File: src/rtl/fetch_unit.sv
// Instruction fetch stage: issues sequential fetches under a credit limit, buffers the
// returned words in an in-order prefetch queue, and flushes on branch redirect.
module fetch_unit #(
    parameter int                ADDR_W   = 32,
    parameter int                DEPTH    = 4,
    parameter logic [ADDR_W-1:0] RESET_PC = '0
) (
    input  logic              clk,
    input  logic              reset,
    output logic              imem_req_valid,
    input  logic              imem_req_ready,
    output logic [ADDR_W-1:0] imem_req_addr,
    input  logic              imem_rsp_valid,
    input  logic [31:0]       imem_rsp_data,
    output logic              dec_valid,
    input  logic              dec_ready,
    output logic [31:0]       dec_instr,
    output logic [ADDR_W-1:0] dec_pc,
    input  logic              redirect_valid,
    input  logic [ADDR_W-1:0] redirect_pc
);
    localparam int CW = $clog2(DEPTH + 1);
    localparam int PW = $clog2(DEPTH);
    localparam logic [CW:0]   DEPTH_W = (CW + 1)'(DEPTH);
    localparam logic [CW-1:0] DEPTH_C = CW'(DEPTH);

    typedef enum logic {RUN, FLUSH} state_t;

    state_t            state, state_nxt;
    logic [ADDR_W-1:0] fetch_pc, head_pc, redirect_aligned;
    logic [31:0]       mem [DEPTH];
    logic [PW-1:0]     head, tail;
    logic [CW-1:0]     count, outstanding, drop_cnt, drop_nxt;
    logic [CW:0]       inflight;
    logic              req_fire, push, pop;

    // Slots already claimed: queued words plus responses that will actually be kept.
    assign inflight         = {1'b0, count} + {1'b0, outstanding} - {1'b0, drop_cnt};
    assign imem_req_valid   = !redirect_valid && (inflight < DEPTH_W);
    assign imem_req_addr    = fetch_pc;
    assign req_fire         = imem_req_valid && imem_req_ready;
    assign redirect_aligned = redirect_pc & ~ADDR_W'(3);

    assign dec_valid = (count != '0);
    assign dec_instr = mem[head];
    assign dec_pc    = head_pc;

    assign push = imem_rsp_valid && (state == RUN) && !redirect_valid;
    assign pop  = dec_valid && dec_ready;

    always_comb begin
        drop_nxt = drop_cnt;
        if (redirect_valid)
            drop_nxt = outstanding - CW'(imem_rsp_valid);
        else if (imem_rsp_valid && state == FLUSH)
            drop_nxt = drop_cnt - CW'(1);
        state_nxt = (drop_nxt != '0) ? FLUSH : RUN;
    end

    always_ff @(posedge clk or posedge reset) begin
        if (reset) state <= RUN;
        else       state <= state_nxt;
    end

    always_ff @(posedge clk or posedge reset) begin
        if (reset) begin
            fetch_pc    <= RESET_PC;
            head_pc     <= RESET_PC;
            head        <= '0;
            tail        <= '0;
            count       <= '0;
            outstanding <= '0;
            drop_cnt    <= '0;
            for (int i = 0; i < DEPTH; i++) mem[i] <= '0;
        end else begin
            drop_cnt    <= drop_nxt;
            outstanding <= outstanding + CW'(req_fire) - CW'(imem_rsp_valid);
            if (redirect_valid) begin
                fetch_pc <= redirect_aligned;
                head_pc  <= redirect_aligned;
                head     <= '0;
                tail     <= '0;
                count    <= '0;
            end else begin
                if (req_fire) fetch_pc <= fetch_pc + ADDR_W'(4);
                if (push) begin
                    mem[tail] <= imem_rsp_data;
                    tail      <= tail + 1'b1;
                end
                if (pop) begin
                    head    <= head + 1'b1;
                    head_pc <= head_pc + ADDR_W'(4);
                end
                count <= count + CW'(push) - CW'(pop);
            end
        end
    end

    always_ff @(posedge clk) begin
        if (!reset) assert (!(push && !pop && count == DEPTH_C));
    end
endmodule

File: config.mk
export PLATFORM = sky130hd
export DESIGN_NAME = fetch_unit
export DESIGN_NICKNAME = d
export VERILOG_FILES = /design/src/rtl/fetch_unit.sv
export SDC_FILE = /design/constraint.sdc
export NUM_CORES = 1
export LEC_CHECK = 0
export CAP_MARGIN = 5
export CORE_MARGIN = 2
export CORE_UTILIZATION = 45
export CTS_CLUSTER_SIZE = 30
export DETAILED_ROUTE_END_ITERATION = 16
export PLACE_DENSITY_LB_ADDON = 0.25
export SYNTH_ARGS = -nofsm -noshare
export SYNTH_HDL_FRONTEND = slang
export SYNTH_SLANG_ARGS = --single-unit
export TNS_END_PERCENT = 5
File: constraint.sdc
create_clock -name clk -period 17.5 [get_ports clk]
set_input_delay 3.5 -clock clk [delete_from_list [all_inputs] [get_ports clk]]
set_output_delay 3.5 -clock clk [all_outputs]
set_load 0.05 [all_outputs]
==> reports/summary.txt, run 1 <==
status: completed
post-synthesis adder-cell area fraction: 2.669%
Final Max Slew Viols: 0
share of the cycle needed by the critical path after routing: 46.51%
largest cells by area after synthesis: dfrtp_1 (48%), mux2_2 (13%), mux4_2 (6.9%), a211oi_1 (2.2%), ha_1 (1.9%)
TritonCTS clock tree: done
first-pass GRT wire length: 41.16 mm
post-synthesis register bit count: 202
worst slew pin tran: 1.099 ns
Post-synth top cells: dfrtp_1 (202), mux2_2 (121), nor2_1 (51)
hold_buf cts: 0
mux share of post-synthesis cell area: 20.98%
number of global-route vias before repair: 7601
reg2reg path depth: 13
post-route cell area: 0.01302 mm^2
layout cell share with drive strength beyond 1: 20.76%
Worst-Skew Late Latency: 0.50 ns
Synth Instances: 881
CP Capture Type: output pin
post-layout util: 57.15%
largest net degree at the start of global routing: 134
Total GRT Usage: 20.95%
CP delay by family, top: buffers and inverters
Worst R2R Setup Slack: 13.33 ns
pwr dens: 155.3 mW/mm^2
Initial DRC Count: 506
leakage power: 5.423 nW
post-synthesis cell area: 0.01050 mm^2
max cap viols: 0
clk slew on worst S/H paths: 0.05 ns
Syn Area/Cell: 11.92 um^2
number of synthesized flops with an enable pin: 0
DP Area: 0.01226 mm^2
Starting Density: 46.10%
Die Ht: 156.8 um
Max-slew headroom: 26.05%
Worst Setup Path Type: in -> out
Critical Path RT: 14.00 ns
WHS: 0.4808 ns
Synth top area share: 48.14%
Setup Skew: 0.009354 ns
# Post-CTS Setup Buffers: 0
root buf cell: clkbuf_16
r2r startpoint: count[1]$_DFF_PP0_
CTS Sinks: 202
clk buf depth: 3
synth unique cells: 63
core footprint: 0.02278 mm^2
Synth Area in XOR/XNOR: 1.585%
# setup viols final: 0
Critical Path AT: 4.64 ns
Synth async-reset ratio: 100.0%
Hold Crit Class: reg -> reg
Ys Warns: 0
DRC: 0
final wirelength: 25.90 mm
worst r2r dst: outstanding[2]$_DFF_PP0_
NumNets Final: 1095
GP Congestion: 0.8096
Hold Path Depth: 1
Final Hold Viols: 0
Synth Flop Type: dfrtp_1
most frequent cell after synthesis: dfrtp_1
initial antenna violation count: 1
CP startpoint kind: input port
RSZ-0062 raised after global routing: false
biggest area consumer among synthesized cells: dfrtp_1
grt ovf: 0
Hold Crit Endpoint: mem[94]$_DFFE_PP0P_
Critical-path top delay cell: clkdlybuf4s50_1
Max IR drop VDD: 0.0001169 V
Simple-Gate Fraction of Synth Area: 11.70%
total CTS buffers: 22
die width: 156.8 um
Post-DP HPWL: 16.57 mm
via count: 7787
register area share after synthesis: 48.14%
vias per cell: 5.833
FMAX: 122.9 MHz
Die ar.: 0.02457 mm^2
largest family of logic cells by synthesized area: multiplexers
post-CTS sizing: 0
hold_sp: mem[94]$_DFFE_PP0P_
Layout area overhead: 23.98%
htree depth: 1
port bufs: 161
Crit Path Max Fanout: 3
Fillers: 1902
1st-pass router iterations: 5
# IOs: 168
Bufs and invs on worst path: 2
drt wl/cell: 19.40 um
total negative slack: 0 ns
CP max stage delay: 0.84 ns
worst path cell trace: buf_2 > a21oi_1 > clkdlybuf4s50_1
post-route minimum period: 8.139 ns
Compound-Gate Fraction of Synth Area: 10.93%
number of cell rows: 55
ANT nets after route: 0
## power breakdown
part           leakage [nW]  internal (mW)  switching (mW)
Clock                 0.363          0.288           0.190
Combinational          2.47          0.351           0.522
Sequential             2.59          0.568           0.102
Total                  5.42           1.21           0.814
## state kept, by name, indices dropped and copies added, names as in the netlist
register	cells
count	3
state	1
imem_req_addr	30
dec_pc	30
head	2
tail	2
outstanding	3
mem	128
drop_cnt	3
## stage by stage
stage	power, mW	cells	setup slack (ns)
global placement	1.538	1294	9.325
finish	2.021	1335	9.361
CTS	2.038	1334	9.351
detailed placement	1.554	1294	9.362
global route	2.126	1335	9.299
floorplan	1.280	884	8.489
## metal layers
metal	wire length, um	up-vias	track usage [%]	share of wire (%)
li1	-	3580	-	-
met1	11630	3953	29.24	45
met2	12430	225	34.54	48
met3	1357	29	3.323	5.2
met4	476	0	4.718	1.8
met5	0	-	0	0
## placed cells by master, fill, tap and decap left out, types with 6 or more instances in the layout
cell / Yosys / routed
and4_1: 9 / 9
mux2_1: 8 / 8
clkbuf_8: 0 / 6
and2_1: 8 / 8
a211o_1: 10 / 10
o31ai_1: 10 / 10
clkdlybuf4s50_1: 0 / 160
and3_1: 12 / 12
mux2_2: 121 / 121
nor2b_1: 7 / 7
nand3_1: 26 / 26
xnor2_1: 11 / 11
o21ai_0: 11 / 11
nor2_1: 51 / 51
a211oi_1: 31 / 31
inv_1: 23 / 22
a31oi_1: 10 / 10
a21oi_1: 10 / 10
nand2_1: 40 / 40
nor4_1: 13 / 13
xor2_1: 8 / 8
nand4_1: 24 / 24
buf_4: 4 / 9
a2111oi_0: 20 / 20
dfrtp_1: 202 / 200
a311oi_1: 8 / 8
ha_1: 16 / 16
clkbuf_16: 0 / 22
or4_1: 10 / 10
mux4_2: 32 / 32
o31a_1: 6 / 6
nand2b_1: 11 / 11
## kinds of logic (layout without fill, tap and decap cells)
| family | count (synthesis) | after routing |
|---|---|---|
| xor gates and xnor gates | 19 | 19 |
| muxes | 164 | 164 |
| and+or+nand+nor | 229 | 229 |
| adders and majority gates | 20 | 20 |
| buffers and inverters | 97 | 234 |
| other | 1 | 5 |
| DFF | 202 | 202 |
| AOI/OAI and AO/OA | 149 | 149 |
## how the worst max path moves through the flow
stage	from	end	cells after the start
after floorplan	reset	count[0]$_DFF_PP0_	1
after global placement	redirect_valid	imem_req_valid	3
after detailed placement	redirect_valid	imem_req_valid	3
after CTS	redirect_valid	imem_req_valid	3
after global routing	redirect_valid	imem_req_valid	3
final	redirect_valid	imem_req_valid	3
## area by class of cell
class | count | area (um^2) | share of cell area, %
Sequential cell | 202 | 5057 | 38.85
Antenna cell | 1 | 2.502 | 0.01922
Multi-Input combinational cell | 585 | 5041 | 38.73
Clock buffer | 33 | 651.9 | 5.008
Tap cell | 313 | 391.6 | 3.008
Inverter | 24 | 97.59 | 0.7497
Timing Repair Buffer | 170 | 1674 | 12.86
Clock inverter | 7 | 101.3 | 0.7785
Note: power is estimated with default switching activity, not from simulation.
==> run 2, diff against run 1 <==
==> constraint.sdc (replaced) <==
create_clock -name clk -period 7.6 [get_ports clk]
set_input_delay 1.52 -clock clk [delete_from_list [all_inputs] [get_ports clk]]
set_output_delay 1.52 -clock clk [all_outputs]
set_load 0.05 [all_outputs]
==> run 2 against run 1 <==
Worst hold slack improved by 0.0052 ns. Final cell count unchanged. Flip-flop and latch count unchanged. First-iteration DRC count increased by 1.4%. Clock power increased by 140%. Largest cell class unchanged.
==> reports/summary.txt, run 2 (synthesis results as in run 1) <==
met3 WL: 1.386 mm
worst slew pin tran: 1.111 ns
clock share of power: 24.5%
1st-pass router iterations: 5
hold_buf cts: 0
DRC: 0
first-pass GRT wire length: 41.13 mm
Die ar.: 0.02457 mm^2
Setup Skew: 0.008798 ns
htree depth: 1
post-route minimum period: 5.126 ns
placed cells: 1294
Crit Path Max Fanout: 6
Switching Share: 40.09%
CP startpoint kind: flop
layout cell share with drive strength beyond 1: 20.94%
# Post-CTS Setup Buffers: 0
share of the cycle needed by the critical path after routing: 67.45%
drt wl/cell: 19.21 um
Final Instance Count excl. Fillers: 1335
Final Hold Viols: 0
FMAX: 195.1 MHz
status: completed
Place WS: 2.993 ns
Initial DRC Count: 513
combinational group share of total power: 42.7%
NumNets Final: 1096
total CTS buffers: 23
Final Max Slew Viols: 0
die width: 156.8 um
via count: 7726
Critical Path RT: 6.08 ns
Worst Setup Path Type: reg -> out
met1 WL: 11.45 mm
Total GRT Usage: 20.95%
pwr dens: 360.2 mW/mm^2
grt ovf: 0
ANT nets after route: 0
RSZ-0062 raised after global routing: false
Starting Density: 46.10%
max FFs per register: 128
Setup WS post-layout: 2.474 ns
CP Capture Type: output pin
leakage power: 5.452 nW
highest metal used: met4
total negative slack: 0 ns
core footprint: 0.02278 mm^2
Max-slew headroom: 25.24%
Worst-Skew Late Latency: 0.52 ns
Layout area overhead: 24.26%
vias per cell: 5.787
number of cell rows: 55
Critical Path AT: 3.61 ns
max cap viols: 0
routed wl met2: 12.17 mm
Hold Crit Class: reg -> reg
port bufs: 161
GP Congestion: 0.8219
initial antenna violation count: 0
n_diodes: 0
post-CTS sizing: 0
clk buf depth: 3
commonest non-fill, non-tap cell in the layout: dfrtp_1
Post-DP HPWL: 16.47 mm
Max IR drop VDD: 0.0002614 V
# setup viols final: 0
CTS Sinks: 202
most frequent cells in the layout: dfrtp_1 (200), clkdlybuf4s50_1 (160), mux2_2 (121)
# IOs: 168
clk slew on worst S/H paths: 0.06 ns
final wirelength: 25.64 mm
largest net degree at the start of global routing: 144
number of global-route vias before repair: 7591
post-layout util: 57.28%
Fillers: 1888
Flop pwr share: 32.8%
P_int: 2.815 mW
Die Ht: 156.8 um
root buf cell: clkbuf_16
TritonCTS clock tree: done
Largest Register: mem
Sw Pwr: 1.884 mW
-- run 2: stage by stage --
stage | power, mW | hold slack, ns | instance area, um^2
2_1_floorplan | 2.948 | 0.4524 | 10510
3_3_place_gp | 3.540 | 0.4647 | 12260
3_5_place_dp | 3.569 | 0.4738 | 12260
4_1_cts | 4.742 | 0.4875 | 13050
5_1_grt | 4.942 | 0.5042 | 13050
6_report | 4.700 | 0.4860 | 13050
-- run 2: power by group through the flow --
stage	registers, mW	logic (mW)	clock network [mW]
2_1_floorplan	1.63	1.32	0
3_3_place_gp	1.55	1.99	0
3_5_place_dp	1.56	2.01	0
4_1_cts	1.55	2.02	1.18
5_1_grt	1.59	2.13	1.22
6_report	1.54	2.00	1.15
-- run 2: critical path, cell delays in order, from the launching register on --
cell and delay [ns]:
dfrtp_1 0.40, inv_1 0.12, fa_1 0.55, inv_1 0.04
ha_1 0.27, and3b_1 0.21, or4_1 0.48, a21oi_1 0.17
clkdlybuf4s50_1 0.84
-- run 2: layout make-up --
cell class	instances	area [um^2]	share of cell area, %
timing repair buffer	170	1674	12.83
tap	313	391.6	3.002
clock buffer	31	645.6	4.948
inverter	24	97.59	0.7480
sequential	202	5057	38.76
clock inverter	10	140.1	1.074
multi-input combinational	585	5041	38.64
-- run 2: worst paths after layout --
path	start	to	slack (ns)	depth (start not counted)
max	count[1]$_DFF_PP0_	imem_req_valid	2.47	8
max reg2reg	count[1]$_DFF_PP0_	outstanding[2]$_DFF_PP0_	3.42	13
max in group asynchronous	reset	imem_req_addr[21]$_DFFE_PP0P_	4.53	3
min	mem[95]$_DFFE_PP0P_	mem[95]$_DFFE_PP0P_	0.49	1
min in group asynchronous	reset	mem[91]$_DFFE_PP0P_	1.60	2
min reg2reg	mem[95]$_DFFE_PP0P_	mem[95]$_DFFE_PP0P_	0.49	1
-- run 2: routing by layer --
metal / global-route usage [%] / vias up
li1: - / 3582
met1: 29.37 / 3881
met2: 34.02 / 226
met3: 3.379 / 37
met4: 5.461 / 0
met5: 0 / -
==> run 3, diff against run 2 <==
==> constraint.sdc (replaced) <==
create_clock -name clk -period 4.5 [get_ports clk]
set_input_delay 0.9 -clock clk [delete_from_list [all_inputs] [get_ports clk]]
set_output_delay 0.9 -clock clk [all_outputs]
set_load 0.05 [all_outputs]
==> run 3 against run 2 <==
Die area did not move. Total power is 68% higher. Flip-flop and latch count unchanged. Critical path type unchanged. Critical endpoint unchanged.
==> reports/summary.txt, run 3 (synthesis results as in run 1) <==
Setup Skew: 0.01163 ns
grt ovf: 0
drt wl/cell: 19.29 um
vias per cell: 5.761
Worst path most repeated cell: inv_1
total CTS buffers: 23
# IOs: 168
DRC: 0
CP Capture Type: output pin
Layout area overhead: 24.83%
Tot Pwr: 7.874 mW
number of cell rows: 55
TritonCTS clock tree: done
Die ar.: 0.02457 mm^2
Max-slew headroom: 20.16%
Total GRT Usage: 21.40%
NumNets Final: 1106
combinational group share of total power: 43.7%
Bufs and invs on worst path: 3
pwr dens: 600.7 mW/mm^2
reg2reg path depth: 8
n_diodes: 0
Critical Path RT: 3.60 ns
r2r startpoint: count[1]$_DFF_PP0_
CTS Sinks: 202
clk buf depth: 3
post-layout util: 57.54%
layout cell share with drive strength beyond 1: 21.46%
Hold Path Depth: 1
largest net degree at the start of global routing: 81
FMAX: 237.2 MHz
Critical-path top delay cell: dlygate4sd2_1
Switching Share: 40.08%
# Post-CTS Setup Buffers: 0
worst slew pin tran: 1.198 ns
Initial DRC Count: 578
commonest non-fill, non-tap cell in the layout: dfrtp_1
port bufs: 161
clk slew on worst S/H paths: 0.06 ns
root buf cell: clkbuf_16
max FFs per register: 128
hold_sp: mem[94]$_DFFE_PP0P_
Hold Crit Endpoint: mem[94]$_DFFE_PP0P_
Worst R2R Setup Slack: 0.88 ns
post-CTS sizing: 1
Post-DP HPWL: 17.27 mm
CP delay by family, top: adder cells
initial antenna violation count: 0
Starting Density: 46.10%
GP Congestion: 0.8391
most frequent cells in the layout: dfrtp_1 (200), clkdlybuf4s50_1 (159), mux2_2 (121)
Sw Pwr: 3.156 mW
number of global-route vias before repair: 7769
Die Ht: 156.8 um
first-pass GRT wire length: 41.92 mm
ANT nets after route: 0
RSZ-0062 raised after global routing: false
WHS: 0.4833 ns
Hold Crit Class: reg -> reg
core footprint: 0.02278 mm^2
P_int: 4.718 mW
die width: 156.8 um
post-route minimum period: 4.215 ns
status: completed
worst path cell trace: inv_1 > fa_1 > inv_1 > ha_1 > and3b_1 > or4_1 > a21oi_1 > dlygate4sd2_1
share of the cycle needed by the critical path after routing: 93.67%
Final Max Slew Viols: 0
worst r2r dst: imem_req_addr[7]$_DFFE_PP0P_
final wirelength: 25.91 mm
CP startpoint kind: flop
1st-pass router iterations: 5
htree depth: 1
Critical Path AT: 3.32 ns
Final Hold Viols: 0
# setup viols final: 0
Crit Path Max Fanout: 6
Worst Setup Path Type: reg -> out
clock share of power: 23.6%
Worst-Skew Late Latency: 0.51 ns
Max IR drop VDD: 0.0003827 V
max cap viols: 0
CP max stage delay: 0.55 ns
Largest Register: mem
Flop pwr share: 32.7%
total negative slack: 0 ns
via count: 7737
hold_buf cts: 0
leakage power: 5.486 nW
## run 3: power by group through the flow
stage	Combinational [mW]	Sequential, mW	Clock (mW)
after floorplan	2.22	2.75	0
after global placement	3.42	2.59	0
after detailed placement	3.46	2.61	0
after CTS	3.47	2.58	1.91
after global routing	3.67	2.64	1.98
final	3.44	2.57	1.86
## run 3: worst max-delay path by stage
stage | slack, ns | start | cells after the start | end
3_5_place_dp | 0.53 | count[1]$_DFF_PP0_ | 8 | imem_req_valid
4_1_cts | 0.25 | count[1]$_DFF_PP0_ | 8 | imem_req_valid
3_3_place_gp | 0.54 | count[1]$_DFF_PP0_ | 8 | imem_req_valid
5_1_grt | 0.11 | count[1]$_DFF_PP0_ | 8 | imem_req_valid
6_report | 0.28 | count[1]$_DFF_PP0_ | 8 | imem_req_valid
2_1_floorplan | 0.87 | count[1]$_DFF_PP0_ | 7 | imem_req_valid
## run 3: layout make-up
class	instances	area, um^2
Fill cell	1901	9671
Timing Repair Buffer	180	1785
Sequential cell	202	5057
Tap cell	313	391.6
Inverter	24	93.84
Clock inverter	5	78.83
Multi-Input combinational cell	585	5044
Clock buffer	34	656.9
## run 3: stage by stage
stage / area, um^2 / std cells / setup WS (ns)
floorplan: 10520 / 884 / 0.8703
global placement: 12370 / 1304 / 0.5422
detailed placement: 12370 / 1304 / 0.5311
CTS: 13110 / 1343 / 0.2547
global route: 13110 / 1343 / 0.1124
finish: 13110 / 1343 / 0.2848
## run 3: layer usage
layer / part of all wire [%] / GRT usage [%]
met4: 3.0 / 6.772
met5: 0 / 0
met2: 47 / 34.48
met1: 44 / 29.44
met3: 5.8 / 3.877
